[config.mk]
export PLATFORM = sky130hd
export DESIGN_NAME = frame_write_gate
export DESIGN_NICKNAME = d
export VERILOG_FILES = /design/src/rtl/frame_write_gate.sv
export SDC_FILE = /design/constraint.sdc
export NUM_CORES = 1
export LEC_CHECK = 0
export ABC_AREA = 1
export BUFFER_PORTS_ARGS = -buffer_cell sky130_fd_sc_hd__buf_2
export CAP_MARGIN = 20
export CORE_AREA = 5 5 121 123
export CTS_BUF_LIST = sky130_fd_sc_hd__clkbuf_8
export DETAILED_ROUTE_END_ITERATION = 16
export DIE_AREA = 0 0 126 128
export GPL_TIMING_DRIVEN = 0
export MAX_ROUTING_LAYER = met4
export SLEW_MARGIN = 20
export SYNTH_ARGS = -nofsm -noshare
export SYNTH_HDL_FRONTEND = slang
export SYNTH_SLANG_ARGS = --single-unit
[constraint.sdc]
create_clock -name iCLK -period 2.71 [get_ports iCLK]
set_input_delay 0 -clock iCLK [delete_from_list [all_inputs] [get_ports iCLK]]
set_output_delay 0 -clock iCLK [all_outputs]
set_load 0.1 [all_outputs]
[src/rtl/frame_write_gate.sv]
// frame_write_gate
//   Pixel-clock stage between the RGB/edge pixel sources and the two SDRAM
//   frame-buffer write FIFOs. It picks one source per frame and packs each
//   pixel into two 16-bit write words. Every frame writes exactly
//   H_ACT*V_ACT pixels: long frames are truncated and short frames are
//   padded with black. This keeps write addresses aligned with the read side.
//
// Ports
//   iCLK, iRST_N          pixel clock, asynchronous active-low reset
//   iFVAL                 registered camera frame valid
//   iSEL                  raw source switch (1 = edge, 0 = RGB), asynchronous
//   iRGB_R/G/B, iRGB_DVAL RGB-source pixel and its valid
//   iEDG_R/G/B, iEDG_DVAL edge-source pixel and its valid
//   iTEST                 test-pattern request (only with the macro below)
//   oWR1_DATA             {1'b0, G[11:7], B[11:2]}
//   oWR2_DATA             {1'b0, G[6:2],  R[11:2]}
//   oWR                   write strobe shared by both FIFOs
//   oPIX_CNT              pixels written in the current frame
//   oFRAME_DONE           one-cycle pulse on the write that reaches TOTAL
//   oLONG, oSHORT, oSKIP  sticky error flags, cleared only by reset
//
// Build option
//   FRAME_WRITE_GATE_TESTPAT_EN: adds iTEST. When it is latched high at frame
//   start, the written data becomes a ramp derived from the pixel count.

module frame_write_gate #(
  parameter int H_ACT = 640,
  parameter int V_ACT = 480,
  parameter int CNT_W = 19
) (
  input  logic             iCLK,
  input  logic             iRST_N,
  input  logic             iFVAL,
  input  logic             iSEL,
  input  logic [11:0]      iRGB_R,
  input  logic [11:0]      iRGB_G,
  input  logic [11:0]      iRGB_B,
  input  logic             iRGB_DVAL,
  input  logic [11:0]      iEDG_R,
  input  logic [11:0]      iEDG_G,
  input  logic [11:0]      iEDG_B,
  input  logic             iEDG_DVAL,
`ifdef FRAME_WRITE_GATE_TESTPAT_EN
  input  logic             iTEST,
`endif
  output logic [15:0]      oWR1_DATA,
  output logic [15:0]      oWR2_DATA,
  output logic             oWR,
  output logic [CNT_W-1:0] oPIX_CNT,
  output logic             oFRAME_DONE,
  output logic             oLONG,
  output logic             oSHORT,
  output logic             oSKIP
);

  localparam int TOTAL = H_ACT * V_ACT;
  localparam logic [CNT_W-1:0] TOTAL_CNT = CNT_W'(TOTAL);

  typedef enum logic [1:0] {
    IDLE,
    ACTIVE,
    PAD,
    SKIP
  } state_t;

  state_t state, state_next;

  logic sel_meta, sel_sync, sel_active, sel_next;
  logic fval_prev, fval_rise;
  logic skip_pending, skip_pending_next;

  logic [11:0] src_r, src_g, src_b;
  logic        src_dval;
  logic [11:0] pix_r, pix_g, pix_b;

  logic             wr_next, done_next;
  logic             long_next, short_next, skip_next;
  logic [15:0]      wr1_next, wr2_next;
  logic [CNT_W-1:0] cnt_next, cnt_inc, cnt_after;

`ifdef FRAME_WRITE_GATE_TESTPAT_EN
  logic       test_meta, test_sync, test_active, test_next;
  logic [9:0] ramp;
`endif

  // Synchronise the asynchronous switch levels and remember the previous
  // iFVAL. fval_prev resets to 1 so that iFVAL already high at reset
  // release is not mistaken for a frame start.
  always_ff @(posedge iCLK or negedge iRST_N) begin
    if (!iRST_N) begin
      sel_meta  <= 1'b0;
      sel_sync  <= 1'b0;
      fval_prev <= 1'b1;
`ifdef FRAME_WRITE_GATE_TESTPAT_EN
      test_meta <= 1'b0;
      test_sync <= 1'b0;
`endif
    end else begin
      sel_meta  <= iSEL;
      sel_sync  <= sel_meta;
      fval_prev <= iFVAL;
`ifdef FRAME_WRITE_GATE_TESTPAT_EN
      test_meta <= iTEST;
      test_sync <= test_meta;
`endif
    end
  end

  assign fval_rise = iFVAL & ~fval_prev;
  assign cnt_inc   = oPIX_CNT + CNT_W'(1);

  // Only the stream chosen at frame start is considered. The other
  // stream, including its DVAL, is ignored completely.
  always_comb begin
    src_r    = sel_active ? iEDG_R : iRGB_R;
    src_g    = sel_active ? iEDG_G : iRGB_G;
    src_b    = sel_active ? iEDG_B : iRGB_B;
    src_dval = sel_active ? iEDG_DVAL : iRGB_DVAL;
  end

`ifdef FRAME_WRITE_GATE_TESTPAT_EN
  assign ramp = 10'(oPIX_CNT);
`endif

  // Pixel data that gets packed. In test-pattern builds it can be replaced
  // by a ramp taken from the count before the increment.
  always_comb begin
    pix_r = src_r;
    pix_g = src_g;
    pix_b = src_b;
`ifdef FRAME_WRITE_GATE_TESTPAT_EN
    if (test_active) begin
      pix_r = {ramp, 2'b00};
      pix_g = {ramp, 2'b00};
      pix_b = {ramp, 2'b00};
    end
`endif
  end

  // Frame FSM: next state and next output values. In ACTIVE, a pixel that
  // arrives on the same cycle that iFVAL falls is counted before the
  // end-of-frame decision. That is why the decision uses cnt_after.
  always_comb begin
    state_next        = state;
    sel_next          = sel_active;
    skip_pending_next = skip_pending;
    wr_next           = 1'b0;
    done_next         = 1'b0;
    wr1_next          = oWR1_DATA;
    wr2_next          = oWR2_DATA;
    cnt_next          = oPIX_CNT;
    cnt_after         = oPIX_CNT;
    long_next         = oLONG;
    short_next        = oSHORT;
    skip_next         = oSKIP;
`ifdef FRAME_WRITE_GATE_TESTPAT_EN
    test_next         = test_active;
`endif

    case (state)
      IDLE: begin
        if (fval_rise) begin
          sel_next   = sel_sync;
`ifdef FRAME_WRITE_GATE_TESTPAT_EN
          test_next  = test_sync;
`endif
          cnt_next   = '0;
          state_next = ACTIVE;
        end
      end

      ACTIVE: begin
        if (src_dval) begin
          if (oPIX_CNT != TOTAL_CNT) begin
            wr_next   = 1'b1;
            wr1_next  = {1'b0, pix_g[11:7], pix_b[11:2]};
            wr2_next  = {1'b0, pix_g[6:2], pix_r[11:2]};
            cnt_next  = cnt_inc;
            cnt_after = cnt_inc;
            done_next = (cnt_inc == TOTAL_CNT);
          end else begin
            long_next = 1'b1;
          end
        end
        if (!iFVAL) begin
          if (cnt_after == TOTAL_CNT) begin
            state_next = IDLE;
          end else begin
            short_next        = 1'b1;
            skip_pending_next = 1'b0;
            state_next        = PAD;
          end
        end
      end

      // Black fill up to TOTAL. A frame that starts during this fill cannot
      // be captured cleanly, so it is remembered and skipped as a whole.
      PAD: begin
        wr_next  = 1'b1;
        wr1_next = 16'h0000;
        wr2_next = 16'h0000;
        cnt_next = cnt_inc;
        if (fval_rise) begin
          skip_next         = 1'b1;
          skip_pending_next = 1'b1;
        end
        if (cnt_inc == TOTAL_CNT) begin
          done_next  = 1'b1;
          state_next = (skip_pending || fval_rise) ? SKIP : IDLE;
        end
      end

      SKIP: begin
        skip_pending_next = 1'b0;
        if (!iFVAL) begin
          state_next = IDLE;
        end
      end

      default: begin
        state_next = IDLE;
      end
    endcase
  end

  // State and registered outputs. Outputs are registered so that writes
  // appear one cycle after their pixel.
  always_ff @(posedge iCLK or negedge iRST_N) begin
    if (!iRST_N) begin
      state        <= IDLE;
      sel_active   <= 1'b0;
      skip_pending <= 1'b0;
      oWR          <= 1'b0;
      oFRAME_DONE  <= 1'b0;
      oWR1_DATA    <= '0;
      oWR2_DATA    <= '0;
      oPIX_CNT     <= '0;
      oLONG        <= 1'b0;
      oSHORT       <= 1'b0;
      oSKIP        <= 1'b0;
`ifdef FRAME_WRITE_GATE_TESTPAT_EN
      test_active  <= 1'b0;
`endif
    end else begin
      state        <= state_next;
      sel_active   <= sel_next;
      skip_pending <= skip_pending_next;
      oWR          <= wr_next;
      oFRAME_DONE  <= done_next;
      oWR1_DATA    <= wr1_next;
      oWR2_DATA    <= wr2_next;
      oPIX_CNT     <= cnt_next;
      oLONG        <= long_next;
      oSHORT       <= short_next;
      oSKIP        <= skip_next;
`ifdef FRAME_WRITE_GATE_TESTPAT_EN
      test_active  <= test_next;
`endif
    end
  end

endmodule
# == After elaboration in Yosys (flattened, before gate mapping) ==
# Index checks and enable logic that the tools add are counted.
# totals
romBits,0
output_inout_bits,56
word_cells,80
mem_bits_rw,0
register_bits,63
n_memories,0
latch_bits,0
# classes
multipliers,0
n_addsub,1
reduce_logical,13
muxes,33
magnitude_cmp,0
div_mod_pow,0
n_shift,0
n_bitwise,5
eq_ne,14
# ops
operator,n
two-way mux 19 bit,4
two-way mux 16 bit,4
one-hot mux 16 bit (2 select lines),2
one-hot mux 19 bit (3 select lines),1
"== test 19 bit, second input constant",2
two-way mux 12 bit,3
"adder 19 x 1 -> 19 bit, second input constant",1
"!= test 19 bit, second input constant",1
"!= test 2 bit, second input constant",8
two-way mux 2 bit,6
two-way mux 1 bit,9
AND reduction 3 bit,3
one-hot mux 2 bit (4 select lines),1
AND reduction 4 bit,2
AND reduction 2 bit,3
nonzero test 3 bit,2
"== test 2 bit, second input constant",2
NOT 1 bit,4
one-hot mux 1 bit (2 select lines),2
one-hot mux 1 bit (3 select lines),1
"== test 2 x 1 -> 1 bit, second input constant",1
logical NOT 2 bit,1
nonzero test 2 bit,1
AND 1 bit,1
logical OR 1 bit,1

# == Longest topological paths before layout ==
# depth
ltp_word,8
depth_mapped,17
ltp_nobuf,17

# == Least setup slack after synthesis ==
# Ideal clock, no wire load.
# synth_path
path_kind,reg-to-reg
from,reg oPIX_CNT[0]
to,reg state[1]
setup_time_ns,0.116
path_slack_ns,0.073
required_time_ns,2.594
period_less_slack_ns,2.637
path_stages_with_launch,17
n_path_buf,0
t_arrival_ns,2.520
cell_sequence,dfrtp_1 -> ha_1 -> nand3_1 -> nor2_1 -> nand3_1 -> nand2_1 -> nand2_1 -> nand2_1 -> o21ai_1 -> nor2_1 -> nand2_1 -> nor2_2 -> nand2_1 -> nand2_1 -> nand2_1 -> nand2_1 -> nand2_1
# synth_between
elab_chain_cells,8
elab_cells_between_ends,12
cone_classes,1 x add/sub; 4 x eq/ne; 6 x mux; 1 x reduce/logical
# synth_rtl
item,line,text
from (decl),49,"output logic [CNT_W-1:0] oPIX_CNT,"
from (signal assigned),252,oPIX_CNT <= cnt_next;
adder 19 x 1 -> 19 bit or != test 19 bit (tied branches),"110, 174",
two-way mux 19 bit,174,if (oPIX_CNT != TOTAL_CNT) begin
two-way mux 19 bit,--,
two-way mux 19 bit,160,case (state)
== test 19 bit,186,if (cnt_after == TOTAL_CNT) begin
two-way mux 2 bit,186,
two-way mux 2 bit,185,if (!iFVAL) begin
one-hot mux 2 bit (4 select lines),160,
to (signal assigned),245,state <= state_next;
to (decl),66,"state_t state, state_next;"
# Parallel ways exist; a longest one is shown, timed or not. The select of a mux whose other input is x is not followed.
# A chain may end at the register's enable or synchronous reset.

# == Final worst setup path ==
# layout_path
from,reg state[0]
to,reg oWR1_DATA[12]
# layout_between
elab_chain_cells,3
elab_cells_between_ends,7
cone_classes,4 x eq/ne; 1 x mux; 2 x reduce/logical
# layout_rtl
item,line,text
== test 2 x 1 -> 1 bit or == test 2 bit (tied branches),160,
!= test 2 bit (no source line) or nonzero test 2 bit (tied branches),--,
AND reduction 3 bit (no source line),--,
to (signal assigned),250,oWR1_DATA <= wr1_next;
to (decl),46,"output logic [15:0] oWR1_DATA,"
# Parallel ways exist; a longest one is shown, timed or not.

==> results.txt <==
The run finished with clean final reports. The setup total negative slack came out at 0 ps. The clock latency reported for the late side of the worst-skew pair came out at roughly 350 ps. The floorplan step set the die width to between 100 and 150 µm. The tool flagged a number of max-cap violations equal to 0.

The remaining antenna violation count after routing came out at 0. Measured in cells, the most critical reg-to-reg path has a length of 9. The tightest min-delay check is of the in -> reg type. During placement, the flow inserted port buffers numbering 119. The fill cell instance count of the final layout came out at 1546. The DRC violation count after routing came out at 0. The delay of the slowest cell on the worst path is roughly 500 ps.

The number of antenna violations at the first check in global routing is 0. The floorplan has 43 rows. The critical path ends at oWR1_DATA[12]$_DFFE_PN0P_. The data required time at the worst endpoint came out at 3000 ps.

The count of boundary I/O pins is around 130. From bottom edge to top edge, the die measures 128 µm. The share of layout cells above drive strength 1 is 0.254. The completed layout was analyzed and its total power is roughly 6.3 mW.

The final net count came out at about 760. The overall via count from detail_route is a little over 4000. The signal on the critical path passes through inv_1, ha_1, buf_2, inv_1, clkbuf_1, clkbuf_1, o21ai_0, o21ai_0, o21a_1. The average via count per standard cell came out at approximately 4.8. The worst pin sits at a relative slew slack of 0.594. Clock-pin slew was measured on the worst setup and hold paths at 70 ps.

The hold violation total from the final report came out at 0. The synthesis-to-finish area growth came out at 27.7%. The arrival time at the worst endpoint came out at 2780 ps. The total iterations of the first detailed-routing run came out at 5. The clock drives 61 sinks. The startpoint of the most critical setup path is state[0]$_DFFE_PN0P_. The routed design could run at a clock period as short as 2490 ps. The floorplan step defined a die boundary enclosing about 16000 µm². Clock skew on the completed layout was measured at approximately 7.8 ps.

The area used by sequential logic in the layout is around 1500 µm². Setup violations remaining at the end of the flow were counted as 0. Grouping stages by cell kind, the critical path spends the most delay in buffers and inverters. The maximum VDD drop is about 0.95 mV. The post-detailed-routing wire length came out at 12.4 mm. The HPWL after detailed placement came out at around 9.6 mm. The congestion estimate from routability-driven global placement came to around 0.91. The sum of buffers and inverters on the critical path is 5. The cell area after technology mapping is ~3900 µm². The first-pass GRT wire length is between 20 and 25 mm. The endpoint identified for the worst register-to-register timing path is oWR1_DATA[12]$_DFFE_PN0P_. The aggregate global-route resource usage came out at 0.160. Static timing analysis puts the maximum clock frequency at 402 MHz.

The number of antenna cells inserted is 0. Setup repair after global routing left no endpoint under its margin. The first routing iteration left roughly 250 violations. Counting distinct cell types in the post-synthesis netlist gives 31. The average footprint of a synthesized cell came out at between 7 and 8 µm².

The category of the most critical setup path is reg -> reg. Along the worst path, the maximum fanout reaches 10. The CTS buffer count is 9.

The pin slew with the least headroom to its limit came out at 607 ps. The critical path crosses 9 cells after its start point. The startpoint identified for the worst register-to-register timing path is state[0]$_DFFE_PN0P_. The largest net degree at the start of global routing came out at 38. The number of instances in the synthesized netlist is roughly 540.

The multi-input logic area is ~2100 µm². The leftover overflow at the end of global routing is 0. The final max-slew violation count is 0. The cell sitting at the root of the clock tree is a sky130_fd_sc_hd__clkbuf_8.

The power per cell area came out at around 1300 nW/µm². The core region is around 14000 µm². The worst setup path is launched from a flip-flop. The detailed-route wire length per cell came out at 14.4 µm. The total number of H-tree levels came out at 3.

In this run the deepest clock path goes through 2 buffers. Dividing the final minimum period by the clock period gives 0.917. The initial cell density of the core came out at 0.290. The via count of the first global-routing pass is between 4000 and 5000. For flop-to-flop paths, the worst setup slack is roughly 220 ps. The worst setup path is captured at a flip-flop. For this design the static power due to leakage is approximately 2.3 nW. The sequential fraction of the synthesis area is 0.389.

For this design, the slowest cell found on the critical path is sky130_fd_sc_hd__clkbuf_1. The number of storage elements in the synthesis netlist came out at 61. TritonCTS built the clock tree. The total setup buffers inserted after CTS is 0. The Yosys warning count came out at 0. The final hold slack is a little over 30 ps.
repair_timing:
item                                    4_1_cts  5_1_grt
hold buffers                                  3        0
endpoints found under the hold margin        63        0
endpoints found under the setup margin        0       24
resized for setup                             0        1
worst min-delay path by stage:
stage / startpoint / end / slack (ps) / cells past startpoint
floorplan: iRST_N / oFRAME_DONE$_DFF_PN0_ / -300 / 0
global placement: iSEL / sel_meta$_DFF_PN0_ / 110 / 1
detailed placement: iRST_N / oLONG$_DFFE_PN0P_ / -70 / 1
CTS: iEDG_G[2] / oWR2_DATA[10]$_DFFE_PN0P_ / 0.8 / 4
global route: iEDG_G[2] / oWR2_DATA[10]$_DFFE_PN0P_ / 20 / 4
finish: iEDG_G[2] / oWR2_DATA[10]$_DFFE_PN0P_ / 30 / 4
Yosys cell counts:
library cell,count,area (µm²)
sky130_fd_sc_hd__a21oi_1,12,60.1
sky130_fd_sc_hd__a21oi_2,1,8.76
sky130_fd_sc_hd__a22oi_1,7,52.6
sky130_fd_sc_hd__and2_1,3,18.8
sky130_fd_sc_hd__buf_2,4,20.0
sky130_fd_sc_hd__buf_4,6,45.0
sky130_fd_sc_hd__buf_6,1,11.3
sky130_fd_sc_hd__clkbuf_1,18,67.6
sky130_fd_sc_hd__conb_1,1,3.75
sky130_fd_sc_hd__dfrtp_1,60,1500
sky130_fd_sc_hd__dfstp_2,1,26.3
sky130_fd_sc_hd__ha_1,9,113
sky130_fd_sc_hd__inv_1,39,146
sky130_fd_sc_hd__inv_2,2,7.51
sky130_fd_sc_hd__nand2_1,98,368
sky130_fd_sc_hd__nand2_2,8,50.1
sky130_fd_sc_hd__nand3_1,26,130
sky130_fd_sc_hd__nand3_2,3,30.0
sky130_fd_sc_hd__nand3b_1,1,7.51
sky130_fd_sc_hd__nand4_1,7,43.8
sky130_fd_sc_hd__nor2_1,77,289
sky130_fd_sc_hd__nor2_2,5,31.3
sky130_fd_sc_hd__nor2_4,6,67.6
sky130_fd_sc_hd__nor3_1,1,5.00
sky130_fd_sc_hd__o21a_1,30,225
sky130_fd_sc_hd__o21ai_0,78,390
sky130_fd_sc_hd__o21ai_1,8,40.0
sky130_fd_sc_hd__o21bai_1,3,22.5
sky130_fd_sc_hd__o22ai_1,16,100
sky130_fd_sc_hd__xnor2_1,1,8.76
sky130_fd_sc_hd__xor2_1,4,35.0
power breakdown:
group | total, mW | internal [mW] | switching (mW) | leakage, nW
sequential | 1.41 | 1.21 | 0.207 | 0.735
combinational | 3.99 | 0.828 | 3.16 | 1.44
clock | 0.875 | 0.506 | 0.369 | 0.115
total | 6.28 | 2.54 | 3.74 | 2.29
worst min-delay path, delay by kind of cell:
family	cells	cell delay [ps]
and+or+nand+nor	1	90
buffers and inverters	1	100
AOI/OAI and AO/OA	2	160
state kept, by name, indices dropped and copies added (netlist names):
name and flops:
oPIX_CNT 19, oWR1_DATA 15, oWR2_DATA 15, state 2, fval_prev 1, oFRAME_DONE 1, oLONG 1, oSHORT 1
oSKIP 1, oWR 1, sel_active 1, sel_meta 1, sel_sync 1, skip_pending 1
through the flow:
step	utilization	cell area, µm²	std cells	setup slack [ps]
2_1_floorplan	-	3930	537	73.2
3_3_place_gp	0.350	4750	836	197
3_5_place_dp	0.352	4770	837	193
4_1_cts	0.370	5010	856	179
5_1_grt	0.370	5010	856	7.44
6_report	0.370	5010	856	224
area by class of cell:
type | count | share of cell area
Multi-Input combinational cell | 406 | 0.421
Sequential cell | 61 | 0.305
Clock inverter | 7 | 0.0165
Buffer | 29 | 0.0287
Clock buffer | 9 | 0.0247
Inverter | 41 | 0.0307
Tap cell | 180 | 0.0449
Timing Repair Buffer | 123 | 0.129
placed cells by master, fill, tap and decap left out, types with 2 or more instances in the layout:
master and n:
sky130_fd_sc_hd__a21oi_1 12, sky130_fd_sc_hd__a22oi_1 7, sky130_fd_sc_hd__and2_1 3, sky130_fd_sc_hd__buf_2 122, sky130_fd_sc_hd__buf_4 7, sky130_fd_sc_hd__bufinv_16 2, sky130_fd_sc_hd__clkbuf_1 18, sky130_fd_sc_hd__clkbuf_8 9
sky130_fd_sc_hd__clkinv_2 3, sky130_fd_sc_hd__conb_1 2, sky130_fd_sc_hd__dfrtp_1 60, sky130_fd_sc_hd__dlygate4sd3_1 3, sky130_fd_sc_hd__ha_1 9, sky130_fd_sc_hd__inv_1 41, sky130_fd_sc_hd__inv_2 2, sky130_fd_sc_hd__nand2_1 98
sky130_fd_sc_hd__nand2_2 8, sky130_fd_sc_hd__nand3_1 26, sky130_fd_sc_hd__nand3_2 3, sky130_fd_sc_hd__nand4_1 7, sky130_fd_sc_hd__nor2_1 77, sky130_fd_sc_hd__nor2_2 5, sky130_fd_sc_hd__nor2_4 6, sky130_fd_sc_hd__o21a_1 30
sky130_fd_sc_hd__o21ai_0 78, sky130_fd_sc_hd__o21ai_1 7, sky130_fd_sc_hd__o21bai_1 3, sky130_fd_sc_hd__o22ai_1 16, sky130_fd_sc_hd__xor2_1 4
layer usage:
layer,routed length [µm],vias to the layer above,global-route usage
met5,0,-,-
met3,793,15,0.0333
met4,197,0,0.0681
li1,-,2058,-
met2,5620,147,0.248
met1,5750,1881,0.203
cell families (layout without fill, tap and decap cells):
logic type | after synthesis | in the layout | share of synthesized area
xor+xnor | 5 | 5 | 0.0112
fa+ha+maj | 9 | 9 | 0.0287
buf+inv | 70 | 209 | 0.0758
other cells | 1 | 2 | 0.000955
simple gates | 235 | 235 | 0.265
flops | 61 | 61 | 0.389
compound gates | 155 | 155 | 0.229
No activity file was read; power rests on OpenSTA's default activity.
